[src/rtl/pong_pkg.sv]
// Shared types, colours and priority helper for the pong pixel pipeline.
package pong_pkg;

    typedef logic [11:0] bgr_t;

    localparam bgr_t COL_BALL  = 12'h3C0;
    localparam bgr_t COL_FLASH = 12'hFFF;
    localparam bgr_t COL_WALL  = 12'h00F;
    localparam bgr_t COL_PAD   = 12'hFFF;
    localparam bgr_t COL_NET   = 12'h888;
    localparam bgr_t COL_BG    = 12'h000;

    localparam int NET_X0 = 316;
    localparam int NET_X1 = 324;

    typedef enum logic {IDLE, FLASH} flash_state_t;

    // Fixed draw order: ball > wall > pad > netline > background.
    function automatic bgr_t pick_colour(input logic ball, input logic flash_on,
                                         input logic wall, input logic pad,
                                         input logic net);
        bgr_t colour;
        colour = COL_BG;
        if (ball)
            colour = flash_on ? COL_FLASH : COL_BALL;
        else if (wall)
            colour = COL_WALL;
        else if (pad)
            colour = COL_PAD;
        else if (net)
            colour = COL_NET;
        return colour;
    endfunction

endpackage

[src/rtl/pong_rect_hit.sv]
// Combinational point-in-rectangle test; edges widened by one bit so the
// far edge of a rectangle near the top of the coordinate range never wraps.
module pong_rect_hit #(
    parameter int COORD_W = 10,
    parameter int RECT_W  = 8,
    parameter int RECT_H  = 8
) (
    input  logic [COORD_W-1:0] i_x,
    input  logic [COORD_W-1:0] i_y,
    input  logic [COORD_W-1:0] i_rx,
    input  logic [COORD_W-1:0] i_ry,
    output logic               o_hit
);
    localparam logic [COORD_W:0] W_EXT = (COORD_W+1)'(RECT_W);
    localparam logic [COORD_W:0] H_EXT = (COORD_W+1)'(RECT_H);

    logic [COORD_W:0] w_x;
    logic [COORD_W:0] w_y;
    logic [COORD_W:0] w_rx;
    logic [COORD_W:0] w_ry;

    assign w_x  = {1'b0, i_x};
    assign w_y  = {1'b0, i_y};
    assign w_rx = {1'b0, i_rx};
    assign w_ry = {1'b0, i_ry};

    assign o_hit = (w_x >= w_rx) && (w_x < w_rx + W_EXT) &&
                   (w_y >= w_ry) && (w_y < w_ry + H_EXT);
endmodule

[src/rtl/pong_pixel_pipe.sv]
// Two-stage pong pixel colourer with frame-start position snapshot and hit flash.
// Optional dashed centre net is built only when PONG_NET_EN is defined.
module pong_pixel_pipe
    import pong_pkg::*;
#(
    parameter int NUM_PADS     = 2,
    parameter int COORD_W      = 10,
    parameter int BALL_SZ      = 8,
    parameter int PAD_W        = 8,
    parameter int PAD_H        = 64,
    parameter int PAD0_X       = 28,
    parameter int PAD1_X       = 604,
    parameter int WALL_T       = 8,
    parameter int WALL_B       = 470,
    parameter int RWALL_X      = 631,
    parameter int FLASH_FRAMES = 16
) (
    input  logic                         clk,
    input  logic                         rst_n,
    input  logic                         pix_valid,
    input  logic [COORD_W-1:0]           pix_x,
    input  logic [COORD_W-1:0]           pix_y,
    input  logic                         frame_start,
    input  logic [COORD_W-1:0]           ball_x,
    input  logic [COORD_W-1:0]           ball_y,
    input  logic [NUM_PADS*COORD_W-1:0]  pad_y,
    input  logic                         hit_pulse,
    output logic                         bgr_valid,
    output bgr_t                         bgr
);
    localparam int                 FC_W       = $clog2(FLASH_FRAMES + 1);
    localparam logic [FC_W-1:0]    FLASH_LOAD = FC_W'(FLASH_FRAMES);
    localparam logic [COORD_W-1:0] WALL_T_C   = COORD_W'(WALL_T);
    localparam logic [COORD_W-1:0] WALL_B_C   = COORD_W'(WALL_B);

    logic [COORD_W-1:0]          r_ball_x;
    logic [COORD_W-1:0]          r_ball_y;
    logic [NUM_PADS*COORD_W-1:0] r_pad_y;
    logic [2:0]                  r_frame_cnt;
    flash_state_t                r_state;
    logic [FC_W-1:0]             r_flash_cnt;

    logic r_s1_valid, r_s1_ball, r_s1_flash, r_s1_wall, r_s1_pad, r_s1_net;
    logic r_bgr_valid;
    bgr_t r_bgr;

    logic                w_in_field;
    logic                w_ball;
    logic                w_wall;
    logic                w_pad;
    logic                w_net;
    logic                w_flash_on;
    logic [NUM_PADS-1:0] w_pad_rect;

    always_ff @(posedge clk or negedge rst_n) begin
        if (!rst_n) begin
            r_ball_x    <= '0;
            r_ball_y    <= '0;
            r_pad_y     <= '0;
            r_frame_cnt <= '0;
        end else if (frame_start) begin
            r_ball_x    <= ball_x;
            r_ball_y    <= ball_y;
            r_pad_y     <= pad_y;
            r_frame_cnt <= r_frame_cnt + 3'd1;
        end
    end

    // A hit in the same cycle as frame_start reloads without decrementing.
    always_ff @(posedge clk or negedge rst_n) begin
        if (!rst_n) begin
            r_state     <= IDLE;
            r_flash_cnt <= '0;
        end else begin
            case (r_state)
                IDLE: begin
                    if (hit_pulse) begin
                        r_state     <= FLASH;
                        r_flash_cnt <= FLASH_LOAD;
                    end
                end
                FLASH: begin
                    if (hit_pulse) begin
                        r_flash_cnt <= FLASH_LOAD;
                    end else if (frame_start) begin
                        r_flash_cnt <= r_flash_cnt - FC_W'(1);
                        if (r_flash_cnt == FC_W'(1))
                            r_state <= IDLE;
                    end
                end
                default: begin
                    r_state     <= IDLE;
                    r_flash_cnt <= '0;
                end
            endcase
        end
    end

    assign w_flash_on = (r_state == FLASH) && r_frame_cnt[2];
    assign w_in_field = (pix_y >= WALL_T_C) && (pix_y <= WALL_B_C);

    pong_rect_hit #(
        .COORD_W (COORD_W),
        .RECT_W  (BALL_SZ),
        .RECT_H  (BALL_SZ)
    ) u_ball_hit (
        .i_x   (pix_x),
        .i_y   (pix_y),
        .i_rx  (r_ball_x),
        .i_ry  (r_ball_y),
        .o_hit (w_ball)
    );

    generate
        for (genvar gi = 0; gi < NUM_PADS; gi++) begin : gen_pad
            localparam int PX = (gi == 0) ? PAD0_X : PAD1_X;
            pong_rect_hit #(
                .COORD_W (COORD_W),
                .RECT_W  (PAD_W),
                .RECT_H  (PAD_H)
            ) u_pad_hit (
                .i_x   (pix_x),
                .i_y   (pix_y),
                .i_rx  (COORD_W'(PX)),
                .i_ry  (r_pad_y[gi*COORD_W +: COORD_W]),
                .o_hit (w_pad_rect[gi])
            );
        end

        if (NUM_PADS == 1) begin : gen_wall_rwall
            localparam logic [COORD_W-1:0] RWALL_C = COORD_W'(RWALL_X);
            assign w_wall = (pix_y < WALL_T_C) || (pix_y > WALL_B_C) || (pix_x >= RWALL_C);
        end else begin : gen_wall_tb
            assign w_wall = (pix_y < WALL_T_C) || (pix_y > WALL_B_C);
        end
    endgenerate

    assign w_pad = (|w_pad_rect) && w_in_field;

`ifdef PONG_NET_EN
    localparam logic [COORD_W-1:0] NET_X0_C = COORD_W'(NET_X0);
    localparam logic [COORD_W-1:0] NET_X1_C = COORD_W'(NET_X1);
    // Dashes are 16 rows on, 16 rows off.
    assign w_net = (pix_x >= NET_X0_C) && (pix_x < NET_X1_C) && !pix_y[4] && w_in_field;
`else
    assign w_net = 1'b0;
`endif

    always_ff @(posedge clk or negedge rst_n) begin
        if (!rst_n) begin
            r_s1_valid <= 1'b0;
            r_s1_ball  <= 1'b0;
            r_s1_flash <= 1'b0;
            r_s1_wall  <= 1'b0;
            r_s1_pad   <= 1'b0;
            r_s1_net   <= 1'b0;
        end else begin
            r_s1_valid <= pix_valid;
            r_s1_ball  <= pix_valid && w_ball;
            r_s1_flash <= w_flash_on;
            r_s1_wall  <= pix_valid && w_wall;
            r_s1_pad   <= pix_valid && w_pad;
            r_s1_net   <= pix_valid && w_net;
        end
    end

    always_ff @(posedge clk or negedge rst_n) begin
        if (!rst_n) begin
            r_bgr_valid <= 1'b0;
            r_bgr       <= COL_BG;
        end else begin
            r_bgr_valid <= r_s1_valid;
            r_bgr       <= r_s1_valid ? pick_colour(r_s1_ball, r_s1_flash, r_s1_wall,
                                                    r_s1_pad, r_s1_net)
                                      : COL_BG;
        end
    end

    assign bgr_valid = r_bgr_valid;
    assign bgr       = r_bgr;
endmodule
[config.mk]
export PLATFORM = sky130hd
export DESIGN_NAME = pong_pixel_pipe
export DESIGN_NICKNAME = d
export VERILOG_FILES = /design/src/rtl/pong_pkg.sv /design/src/rtl/pong_rect_hit.sv /design/src/rtl/pong_pixel_pipe.sv
export SDC_FILE = /design/constraint.sdc
export NUM_CORES = 1
export LEC_CHECK = 0
export CAP_MARGIN = 20
export CORE_MARGIN = 2
export CORE_UTILIZATION = 45
export DETAILED_ROUTE_END_ITERATION = 10
export GPL_TIMING_DRIVEN = 0
export PLACE_DENSITY = 0.75
export SLEW_MARGIN = 20
export SYNTH_ARGS = -nofsm -noshare
export SYNTH_HDL_FRONTEND = slang
export SYNTH_SLANG_ARGS = --single-unit
[constraint.sdc]
create_clock -name clk -period 6.65 [get_ports clk]
set_clock_uncertainty 0.05 [all_clocks]
set_input_delay 1.33 -clock clk [delete_from_list [all_inputs] [get_ports clk]]
set_output_delay 1.33 -clock clk [all_outputs]
set_load 0.005 [all_outputs]
### Word level (Yosys, flattened, before mapping)

Cells that the tools add are included.

| operators by class | value |
|---|---|
| eq/ne operators | 3 |
| add/sub/neg operators | 6 |
| mux-type cells | 14 |
| reductions and logical operators | 18 |
| magnitude comparators | 16 |
| bitwise gates (word level) | 1 |

Operators by type and width:

| kind | number |
|---|---|
| $mux 12 | 5 |
| $lt 10x11->1 | 4 |
| $ge 10x10->1 | 4 |
| $add 10x4->11 const B | 2 |
| $add 10x7->11 const B | 2 |
| $logic_and 1x1->1 | 15 |
| $mux 5 | 3 |
| $ge 10x10->1 const B | 1 |
| $ge 10x4->1 const B | 1 |
| $ge 10x5->1 const B | 1 |
| $gt 10x9->1 const B | 1 |
| $le 10x9->1 const B | 1 |
| $lt 10x10->1 const B | 1 |
| $lt 10x4->1 const B | 1 |
| $lt 10x6->1 const B | 1 |
| $pmux 5 s2 | 1 |
| $eq 5x1->1 const B | 1 |
| $sub 5x1->5 const B | 1 |
| $mux 1 | 4 |
| $add 3x1->3 const B | 1 |
| $ne 3x3->1 const B | 1 |
| $ne 2x2->1 const B | 1 |
| $pmux 1 s2 | 1 |
| $reduce_and 2->1 | 1 |
| other kinds (3) | 3 |

| word-level totals | value |
|---|---|
| register bits after elaboration | 67 |
| output and inout bits | 13 |
| logic and storage cells | 71 |
| input port bits | 65 |

### Logic depth before layout (Yosys ltp)

Gate-level depths: netlist of run 1.

| logic depth | value |
|---|---|
| depth after elaboration | 7 |
| mapped depth | 9 |
| depth with buffers taken out | 9 |

### By module

Synthesis of run 1 repeated with hierarchy kept, for this count alone.

| second synthesis, totals | value |
|---|---|
| cell total of the unflattened synthesis | 534 |
| area, all modules | 5172.5 µm² |

Modules (own cells, without submodules):

| module | seq. area each (µm²) | cells an instance | area an instance (µm²) | times used |
|---|---|---|---|---|
| pong_pixel_pipe | 1451.4 | 158 | 2302.2 | 1 |
| pong_rect_hit (u_ball_hit) | 0.0 | 133 | 1004.7 | 1 |
| pong_rect_hit (gen_pad[0].u_pad_hit) | 0.0 | 122 | 933.4 | 1 |
| pong_rect_hit (gen_pad[1].u_pad_hit) | 0.0 | 121 | 932.1 | 1 |

### Worst setup path after synthesis of run 1

Ideal clock, no wire load.

| timing | value |
|---|---|
| path type | input-to-reg |
| start point | input port pix_y[7] |
| end point | register r_s1_ball |
| data required time | 6504 ps |
| setup time | 96 ps |
| path buffers | 0 |
| arrival | 2677 ps |
| slack | 3828 ps |
| cell stages on the path | 5 |
| path through | ha_1 > or4_4 > a2111oi_4 > a211oi_1 > nor4_2 |

| on the way | value |
|---|---|
| longest elaborated chain between the ends | 4 |
| elaborated cells between the ends (all ways) | 5 |
| those cells by class | 2 x order compare; 3 x reduce/logical |

RTL lines:

| item | line | RTL |
|---|---|---|
| start, declared | pong_pixel_pipe.sv:22 | `input logic [COORD_W-1:0] pix_y,` |
| $ge 10x10->1 | pong_rect_hit.sv:28 | `(w_y >= w_ry) && (w_y < w_ry + H_EXT);` |
| $logic_and 1x1->1 | pong_rect_hit.sv:27 | `assign o_hit = (w_x >= w_rx) && (w_x < w_rx + W_EXT) &&` |
| $logic_and 1x1->1 * | pong_rect_hit.sv:28 |  |
| $logic_and 1x1->1 * | pong_pixel_pipe.sv:159 | `r_s1_ball <= pix_valid && w_ball;` |
| end signal, assigned | pong_pixel_pipe.sv:159 |  |
| end, declared | pong_pixel_pipe.sv:43 | `logic r_s1_valid, r_s1_ball, r_s1_flash, r_s1_wall, r_s1_pad, r_s1_net;` |

Every way passes the cells marked *; elsewhere a longest branch is shown, timed or not.
A chain may end at the register's enable or synchronous reset.

### Worst setup path in the final report of run 1

Same ends and word-level chain as after synthesis.

==> flow_metrics.py, run 1 <==
metrics = {
    "outcome": {
        "status": "complete, no violations",
    },
    "synth": {
        "seq_area_frac_synth": 0.356,
        "synth-main-ff-cell": "dfrtp_1",
        "syn_area_sq_um": 4080,
        "avgSynthCellArea_sq_um": 9.18,
        "ys_types": 45,
        "synth_top_cell_area_share": 0.356,
        "synthArstFlopShare": 1.00,
        "synth_edf_count": 0,
        "synth_area_leader_cell": "dfrtp_1",
        "synthCells": 444,
        "ys_seq_elements": 58,
        "synth_warnings": 0,
        "synth_nets": 578,
        "ys_top_cells_by_area": "dfrtp_1 36%, ha_1 21%, o21ai_0 5.9%, nand2_1 4.4%, inv_1 4.3%",
    },
    "global_routing": {
        "grt_use_met2": 0.340,
        "grt_usage": 0.203,
        "grtUsageMet1": 0.264,
        "grt_max_degree": 59,
        "busiest_layer": "met2",
        "grtUsageMet3": 0.0372,
        "grt_pass1_wl_microns": 15900,
        "grt_pass1_vias": 3495,
        "antenna_found_initial": 0,
        "overflow": 0,
    },
    "routing": {
        "drcViolationCount": 0,
        "vias": 3486,
        "drt-total-wl_microns": 9520,
        "post_drt_wl_per_cell_microns": 14.8,
        "ant_nets": 0,
        "firstDrtPassIters": 4,
        "viasPerCell": 5.40,
        "first_iter_violations": 168,
    },
    "power": {
        "p_sw_frac": 0.308,
        "combPwrFrac": 0.288,
        "power.internal_mw": 0.711,
        "ir_drop_mv": 0.102,
        "power_frac_seq": 0.412,
        "power_frac_clock": 0.299,
        "leakage_nw": 2.42,
        "power.switching_mw": 0.317,
        "power.density_nw_per_um2": 198,
        "total_power_mw": 1.03,
    },
    "cts": {
        "clk_latency_ns": 0.35,
        "clockRootBuffer": "clkbuf_8",
        "h-tree-depth": 3,
        "postCtsHoldBufs": 0,
        "cts_buffers": 9,
        "clockBufferDepth": 2,
        "postCtsResizedCells": 0,
        "post_cts_buffers": 0,
        "clock_sinks": 58,
        "cts_tree": "built",
        "path_clk_slew_ns": 0.06,
    },
    "sta": {
        "rsz0062_at_grt": "false",
        "worst_pin_slew_ns": 0.598,
        "slew_violations": 0,
        "whs_ns": 0.326,
        "setup_tns_ns": 0,
        "relSlewSlack": 0.601,
        "period_needed_ns": 3.32,
        "post-route-period-util": 0.500,
        "setup-violations-final": 0,
        "fmax_ghz": 0.301,
        "final_hold_viol_count": 0,
    },
    "layout": {
        "finalInstanceArea_sq_um": 5180,
        "drive_gt1_frac": 0.0615,
        "syn_to_final_growth_pct": 27.1,
        "fin_util": 0.591,
        "layout_common_cells": "75 x clkdlybuf4s50_1, 69 x ha_1, 58 x dfrtp_1",
        "nets": 666,
        "register_area_sq_um": 1450,
        "multiInputGateArea_sq_um": 2350,
        "insertedDiodeCount": 0,
        "final_common_cell": "clkdlybuf4s50_1",
        "fillers": 759,
    },
    "worst_setup_path": {
        "path_class": "in2reg",
        "arrival_ns": 3.52,
        "r2r_start": "r_ball_y[3]$_DFFE_PN0P_",
        "cp-startpoint": "pix_y[7]",
        "crit_fanout": 8,
        "cp-start-kind": "input pin",
        "endpoint_kind": "register",
        "reg2reg_setup_slack_ns": 4.07,
        "cp.required_ns": 6.85,
    },
    "die": {
        "io_pins": 78,
        "die_x_microns": 99.2,
        "core_area_sq_um": 8760,
        "start_util": 0.465,
        "die_area_sq_um": 9840,
        "placement_rows": 34,
        "die_y_microns": 99.2,
    },
    "placement": {
        "gp_congestion": 0.849,
        "place_hpwl_microns": 7380,
        "dpl_cell_area_sq_um": 5000,
        "port_buffers": 76,
    },
    "worst_hold_path": {
        "holdCritStartpoint": "r_s1_valid$_DFF_PN0_",
        "hp-class": "reg2reg",
    },
    "job": {
        "max_cap_violations": 0,
    },
}
[through the flow]
stage | setup WS (ns) | cells
3_3_place_gp | 2.38 | 628
3_5_place_dp | 2.98 | 629
6_report | 3.33 | 645
4_1_cts | 3.33 | 645
5_1_grt | 3.25 | 645
2_1_floorplan | 3.83 | 444
[flip-flops by register name (all words and copies together) (netlist names)]
signal / flops
r_s1_wall: 1
bgr_valid: 1
r_ball_x: 10
r_ball_y: 10
r_s1_ball: 1
bgr: 3
r_pad_y: 20
r_s1_valid: 1
r_state: 1
r_flash_cnt: 5
r_s1_flash: 1
r_frame_cnt: 3
r_s1_pad: 1
[kinds of logic after synthesis]
kind of cell / Yosys count / share of synthesized area
simple gates: 120 / 0.147
compound gates: 107 / 0.161
fa+ha+maj: 69 / 0.212
buf+inv: 65 / 0.0681
flops: 58 / 0.356
xor+xnor: 20 / 0.0430
mux: 5 / 0.0138
[Yosys cell counts, types with 3 or more instances]
master / n
nor2b_1: 6
ha_1: 69
clkbuf_1: 8
nand3_1: 15
buf_4: 9
dfrtp_1: 58
nor3_1: 7
a211oi_1: 5
a31oi_1: 4
nand2_1: 48
and3_1: 6
a21oi_1: 23
o21ai_0: 48
nor4_1: 3
a21o_1: 9
mux2_2: 5
inv_1: 47
nand4_1: 4
nor2_1: 12
nand2b_1: 9
xnor2_1: 18
[power by group through the flow]
stage	registers (mW)	clock network [mW]	logic, mW
floorplan	0.421	0	0.189
global placement	0.428	0	0.281
detailed placement	0.430	0	0.294
CTS	0.423	0.313	0.298
global route	0.429	0.327	0.337
finish	0.424	0.308	0.296
[per-layer routing]
metal	wire (microns)	vias to the layer above
li1	-	1725
met1	4340	1653
met2	4530	98
met3	507	10
met4	143	0
met5	0	-
[cell type report]
type,count,area share
plain buffers,18,0.0196
clock buffers,14,0.0333
clock inverters,2,0.00193
inverters,47,0.0340
multi-input cells,321,0.453
flip-flops and latches,58,0.280
well taps,108,0.0261
repair buffers,77,0.152
[final timing paths]
kind / end / depth (start not counted)
setup / recovery: r_s1_ball$_DFF_PN0_ / 6
max in group asynchronous: r_s1_ball$_DFF_PN0_ / 2
min in group asynchronous: r_pad_y[3]$_DFFE_PN0P_ / 2
setup reg to reg: r_s1_ball$_DFF_PN0_ / 8
hold reg to reg: bgr_valid$_DFF_PN0_ / 0
hold / removal: bgr_valid$_DFF_PN0_ / 0
[worst max-delay path: stages]
cell	delay, ns
clkdlybuf4s50_1	0.62
ha_1	0.33
or4_4	0.56
a2111oi_4	0.32
a211oi_1	0.14
nor4_2	0.21
No activity file was read; power rests on OpenSTA's default activity.
==> run 2: changes to the inputs <==
--- a/config.mk
+++ b/config.mk
@@ -10,7 +10,7 @@
 export CORE_UTILIZATION = 45
 export DETAILED_ROUTE_END_ITERATION = 10
 export GPL_TIMING_DRIVEN = 0
-export PLACE_DENSITY = 0.75
+export PLACE_DENSITY = 0.77
 export SLEW_MARGIN = 20
 export SYNTH_ARGS = -nofsm -noshare
 export SYNTH_HDL_FRONTEND = slang
==> constraint.sdc (replaced) <==
create_clock -name clk -period 2.8 [get_ports clk]
set_clock_uncertainty 0.05 [all_clocks]
set_input_delay 0.56 -clock clk [delete_from_list [all_inputs] [get_ports clk]]
set_output_delay 0.56 -clock clk [all_outputs]
set_load 0.005 [all_outputs]
==> run 2 against run 1 <==
Register-to-register slack worse by 3.9 ns. Sequential power increased by 140%. Clock-buffer cell count fell by 4. Design area increased by 0.68%. Via count is 1.7% higher. Power grew to 2.5 times the previous value. Global-route usage increased by 0.84 points. Critical path depth is the same.
==> flow_metrics.py, run 2 (synthesis gave the netlist of run 1 again) <==
metrics = {
    "placement": {
        "gp_congestion": 0.870,
        "port_buffers": 76,
        "place_hpwl_microns": 7500,
        "place_worst_setup_slack_ns": -0.129,
    },
    "cts": {
        "post_cts_buffers": 0,
        "clockRootBuffer": "clkbuf_8",
        "clock_sinks": 58,
        "h-tree-depth": 3,
        "path_clk_slew_ns": 0.07,
        "cts_buffers": 9,
        "clockBufferDepth": 2,
        "cts_tree": "built",
        "postCtsHoldBufs": 0,
        "clk_latency_ns": 0.34,
        "postCtsResizedCells": 0,
    },
    "sta": {
        "slew_violations": 0,
        "relSlewSlack": 0.555,
        "final_hold_viol_count": 0,
        "fin_ws_ns": 0.201,
        "whs_ns": 0.132,
        "period_needed_ns": 2.60,
        "fmax_ghz": 0.385,
        "rsz0062_at_grt": "false",
        "setup-violations-final": 0,
        "worst_pin_slew_ns": 0.668,
        "post-route-period-util": 0.928,
    },
    "global_routing": {
        "grtUsageMet3": 0.0387,
        "grt_pass1_wl_microns": 16600,
        "grt_max_degree": 59,
        "grt_pass1_vias": 3633,
        "overflow": 0,
        "grtUsageMet1": 0.267,
        "antenna_found_initial": 0,
        "grt_use_met2": 0.360,
        "busiest_layer": "met2",
        "grt_usage": 0.211,
    },
    "routing": {
        "vias": 3545,
        "ant_nets": 0,
        "viasPerCell": 5.50,
        "drt-total-wl_microns": 9740,
        "firstDrtPassIters": 4,
        "drcViolationCount": 0,
        "post_drt_wl_per_cell_microns": 15.1,
        "first_iter_violations": 163,
    },
    "die": {
        "start_util": 0.465,
        "io_pins": 78,
        "die_area_sq_um": 9840,
        "placement_rows": 34,
        "die_y_microns": 99.2,
        "die_x_microns": 99.2,
        "core_area_sq_um": 8760,
    },
    "worst_hold_path": {
        "hp-class": "in2async",
    },
    "power": {
        "power.density_nw_per_um2": 496,
        "leakage_nw": 2.44,
        "ir_drop_mv": 0.257,
    },
    "layout": {
        "drive_gt1_frac": 0.0652,
        "largest_register": "r_pad_y",
        "reg.largest.list": "r_pad_y: 20 flops, r_ball_x: 10 flops, r_ball_y: 10 flops",
        "largest_reg_flops": 20,
        "register_area_sq_um": 1450,
        "multiInputGateArea_sq_um": 2350,
        "final_common_cell": "clkdlybuf4s50_1",
        "nets": 666,
        "insertedDiodeCount": 0,
        "fillers": 746,
        "syn_to_final_growth_pct": 27.9,
        "layout_common_cells": "75 x clkdlybuf4s50_1, 69 x ha_1, 58 x dfrtp_1",
    },
    "outcome": {
        "status": "complete, no violations",
    },
    "worst_setup_path": {
        "arrival_ns": 2.80,
        "crit_fanout": 8,
        "cp-start-kind": "input pin",
        "path_class": "in2reg",
        "worst_r2r_path_depth": 8,
        "endpoint_kind": "register",
        "cp.required_ns": 3.00,
    },
    "job": {
        "max_cap_violations": 0,
    },
}
==> run 2: cell types whose count changed in the layout (fill, tap and decap cells not counted), sizes merged <==
cell    before  now
bufinv       0    2
clkbuf      22   18
clkinv       2    4
==> run 2: path summary, 6_finish.rpt <==
check                                             start                      to  slack [ns]
worst max-delay path                           pix_y[7]     r_s1_ball$_DFF_PN0_        0.20
worst max register to register  r_ball_y[3]$_DFFE_PN0P_     r_s1_ball$_DFF_PN0_        0.20
worst min register to register     r_s1_valid$_DFF_PN0_     bgr_valid$_DFF_PN0_        0.33
worst min-delay path                              rst_n  r_pad_y[4]$_DFFE_PN0P_        0.13
min in group clk                   r_s1_valid$_DFF_PN0_     bgr_valid$_DFF_PN0_        0.33
max in group asynchronous                         rst_n  r_pad_y[6]$_DFFE_PN0P_        2.29
==> run 2: where the power goes <==
part           switching [mW]  internal (mW)
Sequential             0.0691          0.937
Clock                   0.351          0.519
Combinational           0.351          0.361
==> run 2: layer usage <==
layer,up-vias,share of wire
met1,1691,0.44
met2,103,0.48
met4,0,0.019
met5,-,0
li1,1733,-
met3,18,0.055
==> run 2: layout make-up <==
cell class                 count  area share
buffer                        18      0.0194
clock buffer                  10      0.0264
clock inverter                 6      0.0154
inverter                      47      0.0338
multi-input combinational    321       0.450
sequential                    58       0.278
tap                          108      0.0259
timing repair buffer          77       0.151
==> run 2: metrics by stage <==
step,utilization,area [sq um],setup TNS (ns),instances,power (mW)
after floorplan,-,4080,0,444,1.45
final,0.595,5220,0,645,2.59
after detailed placement,0.570,5000,-0.129,629,1.73
after global placement,0.568,4970,-41.11,628,1.68
after CTS,0.595,5220,0,645,2.60
after global routing,0.595,5220,0,645,2.74
==> run 2: worst max-delay path, cell delays in order <==
cell and delay, ns:
clkdlybuf4s50_1 0.65, ha_1 0.34, or4_4 0.56, a2111oi_4 0.32
a211oi_1 0.15, nor4_2 0.21
==> run 3: changes to the inputs <==
==> constraint.sdc (replaced) <==
create_clock -name clk -period 3 [get_ports clk]
set_clock_uncertainty 0.05 [all_clocks]
set_input_delay 0.6 -clock clk [delete_from_list [all_inputs] [get_ports clk]]
set_output_delay 0.6 -clock clk [all_outputs]
set_load 0.005 [all_outputs]
==> results of run 3 <==
The final DEF is identical to that of run 2. Status: complete, no violations.
Among the figures that moved: setup slack after placement -0.129 ns -> 0.0307 ns; setup slack after layout 0.201 ns -> 0.361 ns; hold slack 0.132 ns -> 0.172 ns; register-to-register setup slack 0.20 ns -> 0.40 ns; total power 2.59 mW -> 2.41 mW; worst IR drop on VDD 0.257 mV -> 0.239 mV
